### src/rtl/bus_arbiter_if.sv
`default_nettype none
// ============================================================================
// Module   : bus_arbiter_if
// Brief    : Requester ports A/B plus bus_controller request signals for bus_arbiter.
// Revision : 1.0 - initial release
// ============================================================================
interface bus_arbiter_if #(
    parameter int ADDR_BITS  = 16,
    parameter int DATA_BITS  = 8,
    parameter int MTYPE_BITS = 3
);
    logic                  a_req;
    logic [MTYPE_BITS-1:0] a_mtype;
    logic [ADDR_BITS-1:0]  a_addr;
    logic [DATA_BITS-1:0]  a_wdata;
    logic [DATA_BITS-1:0]  a_rdata;
    logic                  a_done;
    logic                  a_err;

    logic                  b_req;
    logic [MTYPE_BITS-1:0] b_mtype;
    logic [ADDR_BITS-1:0]  b_addr;
    logic [DATA_BITS-1:0]  b_wdata;
    logic [DATA_BITS-1:0]  b_rdata;
    logic                  b_done;
    logic                  b_err;

    logic                  mreq;
    logic [MTYPE_BITS-1:0] mtype;
    logic [ADDR_BITS-1:0]  maddr;
    logic [DATA_BITS-1:0]  mdata_in;
    logic [DATA_BITS-1:0]  mdata_out;
    logic                  mdone;
    logic                  grant;
    logic                  busy;

    // Arbiter side
    modport master (
        input  a_req, a_mtype, a_addr, a_wdata,
        input  b_req, b_mtype, b_addr, b_wdata,
        input  mdata_out, mdone,
        output a_rdata, a_done, a_err,
        output b_rdata, b_done, b_err,
        output mreq, mtype, maddr, mdata_in, grant, busy
    );

    // Requesters and bus_controller side
    modport slave (
        output a_req, a_mtype, a_addr, a_wdata,
        output b_req, b_mtype, b_addr, b_wdata,
        output mdata_out, mdone,
        input  a_rdata, a_done, a_err,
        input  b_rdata, b_done, b_err,
        input  mreq, mtype, maddr, mdata_in, grant, busy
    );
endinterface
`default_nettype wire

### src/rtl/bus_arbiter.sv
`default_nettype none
// ============================================================================
// Module   : bus_arbiter
// Brief    : Round-robin sharing of one bus_controller request port between
//            two requesters, with a stall watchdog on the mdone handshake.
// Revision : 1.0 - initial release
// ============================================================================
module bus_arbiter #(
    parameter int ADDR_BITS    = 16,
    parameter int DATA_BITS    = 8,
    parameter int MTYPE_BITS   = 3,
    parameter int TIMEOUT_BITS = 8
) (
    input  wire logic     clk,
    input  wire logic     rst_n,
    bus_arbiter_if.master bus
);

    typedef enum logic [1:0] {
        ST_IDLE    = 2'd0,
        ST_BUSY    = 2'd1,
        ST_RELEASE = 2'd2
    } state_t;

    // Count value on which the (2^TIMEOUT_BITS-1)th busy cycle without mdone ends
    localparam logic [TIMEOUT_BITS-1:0] c_ABORT_AT = TIMEOUT_BITS'((1 << TIMEOUT_BITS) - 2);

    state_t                  r_state;
    logic                    r_last_grant;
    logic [TIMEOUT_BITS-1:0] r_count;

    logic                    w_any_req;
    logic                    w_pick_b;
    logic [MTYPE_BITS-1:0]   w_sel_mtype;
    logic [ADDR_BITS-1:0]    w_sel_addr;
    logic [DATA_BITS-1:0]    w_sel_wdata;

    // On a tie the port that did not win last time takes the bus
    assign w_any_req   = bus.a_req | bus.b_req;
    assign w_pick_b    = bus.b_req & (~bus.a_req | ~r_last_grant);
    assign w_sel_mtype = w_pick_b ? bus.b_mtype : bus.a_mtype;
    assign w_sel_addr  = w_pick_b ? bus.b_addr  : bus.a_addr;
    assign w_sel_wdata = w_pick_b ? bus.b_wdata : bus.a_wdata;

    always_ff @(posedge clk) begin
        if (!rst_n) begin
            r_state      <= ST_IDLE;
            r_last_grant <= 1'b1;
            r_count      <= '0;
            bus.a_rdata  <= '0;
            bus.a_done   <= 1'b0;
            bus.a_err    <= 1'b0;
            bus.b_rdata  <= '0;
            bus.b_done   <= 1'b0;
            bus.b_err    <= 1'b0;
            bus.mreq     <= 1'b0;
            bus.mtype    <= '0;
            bus.maddr    <= '0;
            bus.mdata_in <= '0;
            bus.grant    <= 1'b0;
            bus.busy     <= 1'b0;
        end else begin
            bus.a_done <= 1'b0;
            bus.a_err  <= 1'b0;
            bus.b_done <= 1'b0;
            bus.b_err  <= 1'b0;

            case (r_state)
                ST_IDLE: begin
                    if (w_any_req) begin
                        bus.mtype    <= w_sel_mtype;
                        bus.maddr    <= w_sel_addr;
                        bus.mdata_in <= w_sel_wdata;
                        bus.grant    <= w_pick_b;
                        r_last_grant <= w_pick_b;
                        bus.mreq     <= 1'b1;
                        bus.busy     <= 1'b1;
                        r_count      <= '0;
                        r_state      <= ST_BUSY;
                    end
                end

                ST_BUSY: begin
                    if (bus.mdone) begin
                        if (bus.grant) begin
                            bus.b_rdata <= bus.mdata_out;
                            bus.b_done  <= 1'b1;
                        end else begin
                            bus.a_rdata <= bus.mdata_out;
                            bus.a_done  <= 1'b1;
                        end
                        bus.mreq <= 1'b0;
                        r_state  <= ST_RELEASE;
                    end else if (r_count == c_ABORT_AT) begin
                        // Watchdog abort: report an error with zeroed read data
                        if (bus.grant) begin
                            bus.b_rdata <= '0;
                            bus.b_done  <= 1'b1;
                            bus.b_err   <= 1'b1;
                        end else begin
                            bus.a_rdata <= '0;
                            bus.a_done  <= 1'b1;
                            bus.a_err   <= 1'b1;
                        end
                        bus.mreq <= 1'b0;
                        r_state  <= ST_RELEASE;
                    end else begin
                        r_count <= r_count + TIMEOUT_BITS'(1);
                    end
                end

                ST_RELEASE: begin
                    bus.busy <= 1'b0;
                    r_state  <= ST_IDLE;
                end

                default: begin
                    bus.mreq <= 1'b0;
                    bus.busy <= 1'b0;
                    r_state  <= ST_IDLE;
                end
            endcase
        end
    end

endmodule
`default_nettype wire

### src/flat_wrapper.sv
// flat-port wrapper written by rule: the top's interface ports become plain ports
module bus_arbiter_flat 
#(
    parameter int ADDR_BITS    = 16,
    parameter int DATA_BITS    = 8,
    parameter int MTYPE_BITS   = 3,
    parameter int TIMEOUT_BITS = 8
)
  (clk, rst_n, bus_a_req, bus_a_mtype, bus_a_addr, bus_a_wdata, bus_b_req, bus_b_mtype, bus_b_addr, bus_b_wdata, bus_mdata_out, bus_mdone, bus_a_rdata, bus_a_done, bus_a_err, bus_b_rdata, bus_b_done, bus_b_err, bus_mreq, bus_mtype, bus_maddr, bus_mdata_in, bus_grant, bus_busy);
  bus_arbiter_if #(.ADDR_BITS(ADDR_BITS), .DATA_BITS(DATA_BITS), .MTYPE_BITS(MTYPE_BITS)) bus_i ();
  input  wire logic clk;
  input  wire logic rst_n;
  input wire logic [$bits(bus_i.a_req)-1:0] bus_a_req;
  input wire logic [$bits(bus_i.a_mtype)-1:0] bus_a_mtype;
  input wire logic [$bits(bus_i.a_addr)-1:0] bus_a_addr;
  input wire logic [$bits(bus_i.a_wdata)-1:0] bus_a_wdata;
  input wire logic [$bits(bus_i.b_req)-1:0] bus_b_req;
  input wire logic [$bits(bus_i.b_mtype)-1:0] bus_b_mtype;
  input wire logic [$bits(bus_i.b_addr)-1:0] bus_b_addr;
  input wire logic [$bits(bus_i.b_wdata)-1:0] bus_b_wdata;
  input wire logic [$bits(bus_i.mdata_out)-1:0] bus_mdata_out;
  input wire logic [$bits(bus_i.mdone)-1:0] bus_mdone;
  output wire logic [$bits(bus_i.a_rdata)-1:0] bus_a_rdata;
  output wire logic [$bits(bus_i.a_done)-1:0] bus_a_done;
  output wire logic [$bits(bus_i.a_err)-1:0] bus_a_err;
  output wire logic [$bits(bus_i.b_rdata)-1:0] bus_b_rdata;
  output wire logic [$bits(bus_i.b_done)-1:0] bus_b_done;
  output wire logic [$bits(bus_i.b_err)-1:0] bus_b_err;
  output wire logic [$bits(bus_i.mreq)-1:0] bus_mreq;
  output wire logic [$bits(bus_i.mtype)-1:0] bus_mtype;
  output wire logic [$bits(bus_i.maddr)-1:0] bus_maddr;
  output wire logic [$bits(bus_i.mdata_in)-1:0] bus_mdata_in;
  output wire logic [$bits(bus_i.grant)-1:0] bus_grant;
  output wire logic [$bits(bus_i.busy)-1:0] bus_busy;
  assign bus_i.a_req = bus_a_req;
  assign bus_i.a_mtype = bus_a_mtype;
  assign bus_i.a_addr = bus_a_addr;
  assign bus_i.a_wdata = bus_a_wdata;
  assign bus_i.b_req = bus_b_req;
  assign bus_i.b_mtype = bus_b_mtype;
  assign bus_i.b_addr = bus_b_addr;
  assign bus_i.b_wdata = bus_b_wdata;
  assign bus_i.mdata_out = bus_mdata_out;
  assign bus_i.mdone = bus_mdone;
  assign bus_a_rdata = bus_i.a_rdata;
  assign bus_a_done = bus_i.a_done;
  assign bus_a_err = bus_i.a_err;
  assign bus_b_rdata = bus_i.b_rdata;
  assign bus_b_done = bus_i.b_done;
  assign bus_b_err = bus_i.b_err;
  assign bus_mreq = bus_i.mreq;
  assign bus_mtype = bus_i.mtype;
  assign bus_maddr = bus_i.maddr;
  assign bus_mdata_in = bus_i.mdata_in;
  assign bus_grant = bus_i.grant;
  assign bus_busy = bus_i.busy;
  bus_arbiter #(.ADDR_BITS(ADDR_BITS), .DATA_BITS(DATA_BITS), .MTYPE_BITS(MTYPE_BITS), .TIMEOUT_BITS(TIMEOUT_BITS)) u_core (.clk(clk), .rst_n(rst_n), .bus(bus_i));
endmodule
### config.mk
export PLATFORM = sky130hd
export DESIGN_NAME = bus_arbiter_flat
export DESIGN_NICKNAME = d
export VERILOG_FILES = /design/src/rtl/bus_arbiter_if.sv /design/src/rtl/bus_arbiter.sv /design/src/flat_wrapper.sv
export SDC_FILE = /design/constraint.sdc
export NUM_CORES = 1
export LEC_CHECK = 0
export CAP_MARGIN = 20
export CORE_MARGIN = 2
export CORE_UTILIZATION = 42
export CTS_CLUSTER_SIZE = 14
export DETAILED_ROUTE_END_ITERATION = 7
export PLACE_DENSITY = 0.8
export SLEW_MARGIN = 20
export SYNTH_ARGS = -nofsm -noshare
export SYNTH_HDL_FRONTEND = slang
export SYNTH_SLANG_ARGS = --single-unit
### constraint.sdc
create_clock -name clk -period 2.16 [get_ports clk]
set_clock_uncertainty 0.1 [all_clocks]
set_input_delay 0.54 -clock clk [delete_from_list [all_inputs] [get_ports clk]]
set_output_delay 0.54 -clock clk [all_outputs]
set_load 0.02 [all_outputs]
==> metrics.txt <==
# TYPE chip_impl_metric gauge
chip_impl_info{name="run_status",value="complete, no violations"} 1
chip_impl_metric{name="timing.critical_path.buf_inv",unit=""} 1
chip_impl_info{name="setup.worst_path.class",value="flip-flop to output pin"} 1
chip_impl_metric{name="post-synth-top-area-fraction",unit=""} 0.459
chip_impl_metric{name="grt_util_all_layers",unit=""} 0.198
chip_impl_metric{name="vias_in_the_first_global_route",unit=""} 2396
chip_impl_metric{name="ctsLongestPathBuffers",unit=""} 2
chip_impl_metric{name="maximum_number_of_pins_on_one_net_before_global_route_repair",unit=""} 41
chip_impl_info{name="rsz0062_at_grt",value="no"} 1
chip_impl_metric{name="final_min_period_over_clock_period",unit=""} 0.904
chip_impl_metric{name="ys_warns",unit=""} 0
chip_impl_metric{name="sequentialPowerShare",unit=""} 0.418
chip_impl_info{name="yosys.cell_count.top_type",value="dfxtp_1"} 1
chip_impl_metric{name="hold_buffers",unit=""} 0
chip_impl_metric{name="wl",unit="microns"} 6760
chip_impl_metric{name="antenna_cells_inserted",unit=""} 0
chip_impl_metric{name="cts_setup_buffers",unit=""} 0
chip_impl_metric{name="mappedNetlistArea",unit="sq um"} 2660
chip_impl_metric{name="synth.net_count",unit=""} 320
chip_impl_metric{name="clock_sinks",unit=""} 61
chip_impl_metric{name="path_clk_slew",unit="ns"} 0.06
chip_impl_metric{name="fin_setup_tns",unit="ns"} 0
chip_impl_metric{name="number_of_optimization_iterations_in_the_first_detailed_route_pass",unit=""} 4
chip_impl_metric{name="async_reset_ff_frac",unit=""} 0
chip_impl_metric{name="yosys.cell_types.count",unit=""} 51
chip_impl_metric{name="synth_edf_count",unit=""} 0
chip_impl_metric{name="routed_wire_length_per_instance",unit="microns"} 14.9
chip_impl_metric{name="synthesized_area_per_cell",unit="sq um"} 10.6
chip_impl_metric{name="internal_power",unit="uW"} 2210
chip_impl_metric{name="total_power",unit="uW"} 3010
chip_impl_metric{name="detail_route.vias_per_cell",unit=""} 5.31
chip_impl_metric{name="final_cells",unit=""} 455
chip_impl_metric{name="crit_fanout",unit=""} 2
chip_impl_info{name="largest_cells_by_area_after_synthesis",value="dfxtp_1, mux2i_1, o211a_1, a32o_1, nand2_1"} 1
chip_impl_metric{name="die_w",unit="microns"} 83.6
chip_impl_metric{name="pin_count",unit=""} 117
chip_impl_metric{name="die_height",unit="microns"} 83.6
chip_impl_metric{name="share_of_total_power_in_combinational_logic",unit=""} 0.232
chip_impl_metric{name="fp-row-count",unit=""} 29
chip_impl_metric{name="first_pass_grt_wire_length",unit="microns"} 11200
chip_impl_metric{name="cts_made_buffers",unit=""} 9
chip_impl_info{name="critPathTopFamily",value="buffers and inverters"} 1
chip_impl_metric{name="worstMarginPinSlew",unit="ns"} 0.431
chip_impl_metric{name="relSlewSlack",unit=""} 0.711
chip_impl_metric{name="number_of_antenna_violations_at_the_first_check_in_global_routing",unit=""} 0
chip_impl_metric{name="final.setup.worst_slack",unit="ns"} 0.208
chip_impl_info{name="crit_path_cell_trace",value="clkdlybuf4s50_1"} 1
chip_impl_metric{name="timing_max_transition_violations_final",unit=""} 0
chip_impl_metric{name="cap_viol_max_count",unit=""} 0
chip_impl_metric{name="synthCells",unit=""} 251
chip_impl_metric{name="drcViolationCount",unit=""} 0
chip_impl_metric{name="yosys_register_bits",unit=""} 61
chip_impl_info{name="hold_path_class",value="flip-flop to flip-flop"} 1
chip_impl_metric{name="cts_max_level",unit=""} 3
chip_impl_metric{name="final_layout_size_suffix_gt1_frac",unit=""} 0.114
chip_impl_metric{name="fillCellCount",unit=""} 515
chip_impl_metric{name="pwr_density_cell",unit="nW/um^2"} 718
chip_impl_metric{name="netSwitchingPower",unit="uW"} 795
chip_impl_metric{name="ant_nets",unit=""} 0
chip_impl_info{name="critical_path_start_type",value="flip-flop"} 1
chip_impl_metric{name="finalSetupViolCount",unit=""} 0
chip_impl_metric{name="syn2layout_area_growth",unit="%"} 57.5
chip_impl_info{name="worst_path_max_delay_cell",value="clkdlybuf4s50_1"} 1
chip_impl_info{name="netlist.top_cell.by_area",value="dfxtp_1"} 1
chip_impl_metric{name="hold_viol_final",unit=""} 0
chip_impl_metric{name="power.clock.fraction",unit=""} 0.350
chip_impl_metric{name="core_region",unit="sq um"} 6240
chip_impl_info{name="ys.flop_type",value="dfxtp_1"} 1
chip_impl_metric{name="hpwl",unit="microns"} 5010
chip_impl_metric{name="post_cts_resize_count",unit=""} 0
chip_impl_metric{name="dieArea",unit="sq um"} 6990
chip_impl_metric{name="critPathRequiredTime",unit="ns"} 1.52
chip_impl_metric{name="detailed_router_s_first_iteration_violation_count",unit=""} 136
chip_impl_metric{name="grt_ovf",unit=""} 0
chip_impl_metric{name="switching_share",unit=""} 0.264
chip_impl_info{name="root_cell_of_the_clock_tree",value="clkbuf_8"} 1
chip_impl_info{name="synth.top_cells.by_count",value="dfxtp_1, nand2_1, mux2i_1"} 1
chip_impl_metric{name="fmax",unit="MHz"} 512
chip_impl_metric{name="worst_ir_drop_vdd",unit="uV"} 481
chip_impl_metric{name="arrival",unit="ns"} 1.31
chip_impl_metric{name="dp_cells",unit=""} 439
chip_impl_metric{name="dp_slack",unit="ns"} -0.0246
chip_impl_metric{name="clock_insertion_delay_worst_skew",unit="ns"} 0.33
chip_impl_metric{name="io_buffer_count",unit=""} 116
chip_impl_metric{name="min_period",unit="ns"} 1.95
chip_impl_metric{name="finish.net_count",unit=""} 442
chip_impl_info{name="tritoncts",value="built"} 1
chip_impl_metric{name="yosysSeqAreaShare",unit=""} 0.459
chip_impl_metric{name="via_count",unit=""} 2416
chip_impl_metric{name="power.leakage",unit="uW"} 0.00180
chip_impl_metric{name="cp_slowest_stage_delay",unit="ns"} 0.62
chip_impl_metric{name="gpl.final_weighted_congestion",unit=""} 0.779
chip_impl_metric{name="initial_core_util",unit=""} 0.427
chip_impl_info{name="critPathCaptureType",value="output pin"} 1
[layer usage]
metal  routed length (microns)  vias to the layer above  track usage
li1                          -                     1184            -
met1                      2980                     1122        0.239
met2                      3110                       99        0.322
met3                       581                       11       0.0692
met4                        84                        0       0.0792
met5                         0                        -            0
[worst reg2reg max path: cells and delay by family, from the launching register on]
family / cells / cell delay (ns)
compound gates: 1 / 0.15
simple gates: 3 / 0.83
flops: 1 / 0.40
buf+inv: 1 / 0.09
fa+ha+maj: 1 / 0.21
[stage by stage]
step	cell area (sq um)	hold slack, ns	utilization
2_1_floorplan	2660	0.374	-
3_3_place_gp	3980	0.349	0.638
3_5_place_dp	3980	0.355	0.638
4_1_cts	4190	0.371	0.672
5_1_grt	4190	0.390	0.672
6_report	4190	0.368	0.672
[sequential cells by signal (all words and copies together), names as in the netlist, 2 cells and up]
name                 cells
u_core.bus.maddr        16
u_core.bus.b_rdata       8
u_core.r_count           8
u_core.bus.mtype         3
u_core.r_state           2
u_core.bus.a_rdata       8
u_core.bus.mdata_in      8
[cell type report]
cell class	count	area (sq um)	share of cell area
Multi-Input combinational cell	172	1350	0.322
Timing Repair Buffer	127	1310	0.312
Sequential cell	61	1220	0.291
Clock buffer	13	169	0.0403
Tap cell	77	96.3	0.0230
Clock inverter	3	42.5	0.0101
Inverter	2	7.51	0.00179
[power by group through the flow]
stage / Combinational (uW) / Sequential (uW) / Clock [uW]
after floorplan: 254 / 1360 / 0
after global placement: 686 / 1280 / 0
after detailed placement: 700 / 1280 / 0
after CTS: 703 / 1260 / 1070
after global routing: 747 / 1270 / 1120
final: 698 / 1260 / 1050
[cells by family (layout without fill, tap and decap cells)]
logic type,after synthesis,after routing,share of synthesized area
muxes,29,29,0.109
and+or+nand+nor,71,71,0.137
adders and majority gates,2,2,0.00940
DFF,61,61,0.459
AOI/OAI and AO/OA,70,70,0.246
buffers and inverters,18,145,0.0390
[placed cells by master (no fill, tap or decap), drive strengths merged, types with 2 or more instances in the layout]
master	count
clkdlybuf4s50	116
buf	11
mux2i	28
nor2b	2
nand4	2
dfxtp	61
nand3	2
a2bb2oi	4
o211a	27
a32o	16
a21boi	6
nand2	35
or2	2
nor3	4
o21ai	3
nand2b	2
a21oi	3
o21a	3
clkbuf	13
nor3b	2
inv	2
nor2	10
and2	5
ha	2
[path summary, 6_finish.rpt]
check / from / end / slack, ns / cells after the start
max: u_core.bus.grant / bus_grant / 0.21 / 1
min: u_core.bus.b_rdata[0] / u_core.bus.b_rdata[0] / 0.37 / 1
max reg2reg: u_core.r_count[0] / u_core.r_count[1] / 0.32 / 6
min reg2reg: u_core.bus.b_rdata[0] / u_core.bus.b_rdata[0] / 0.37 / 1
Power figures use the tool's default switching activity.
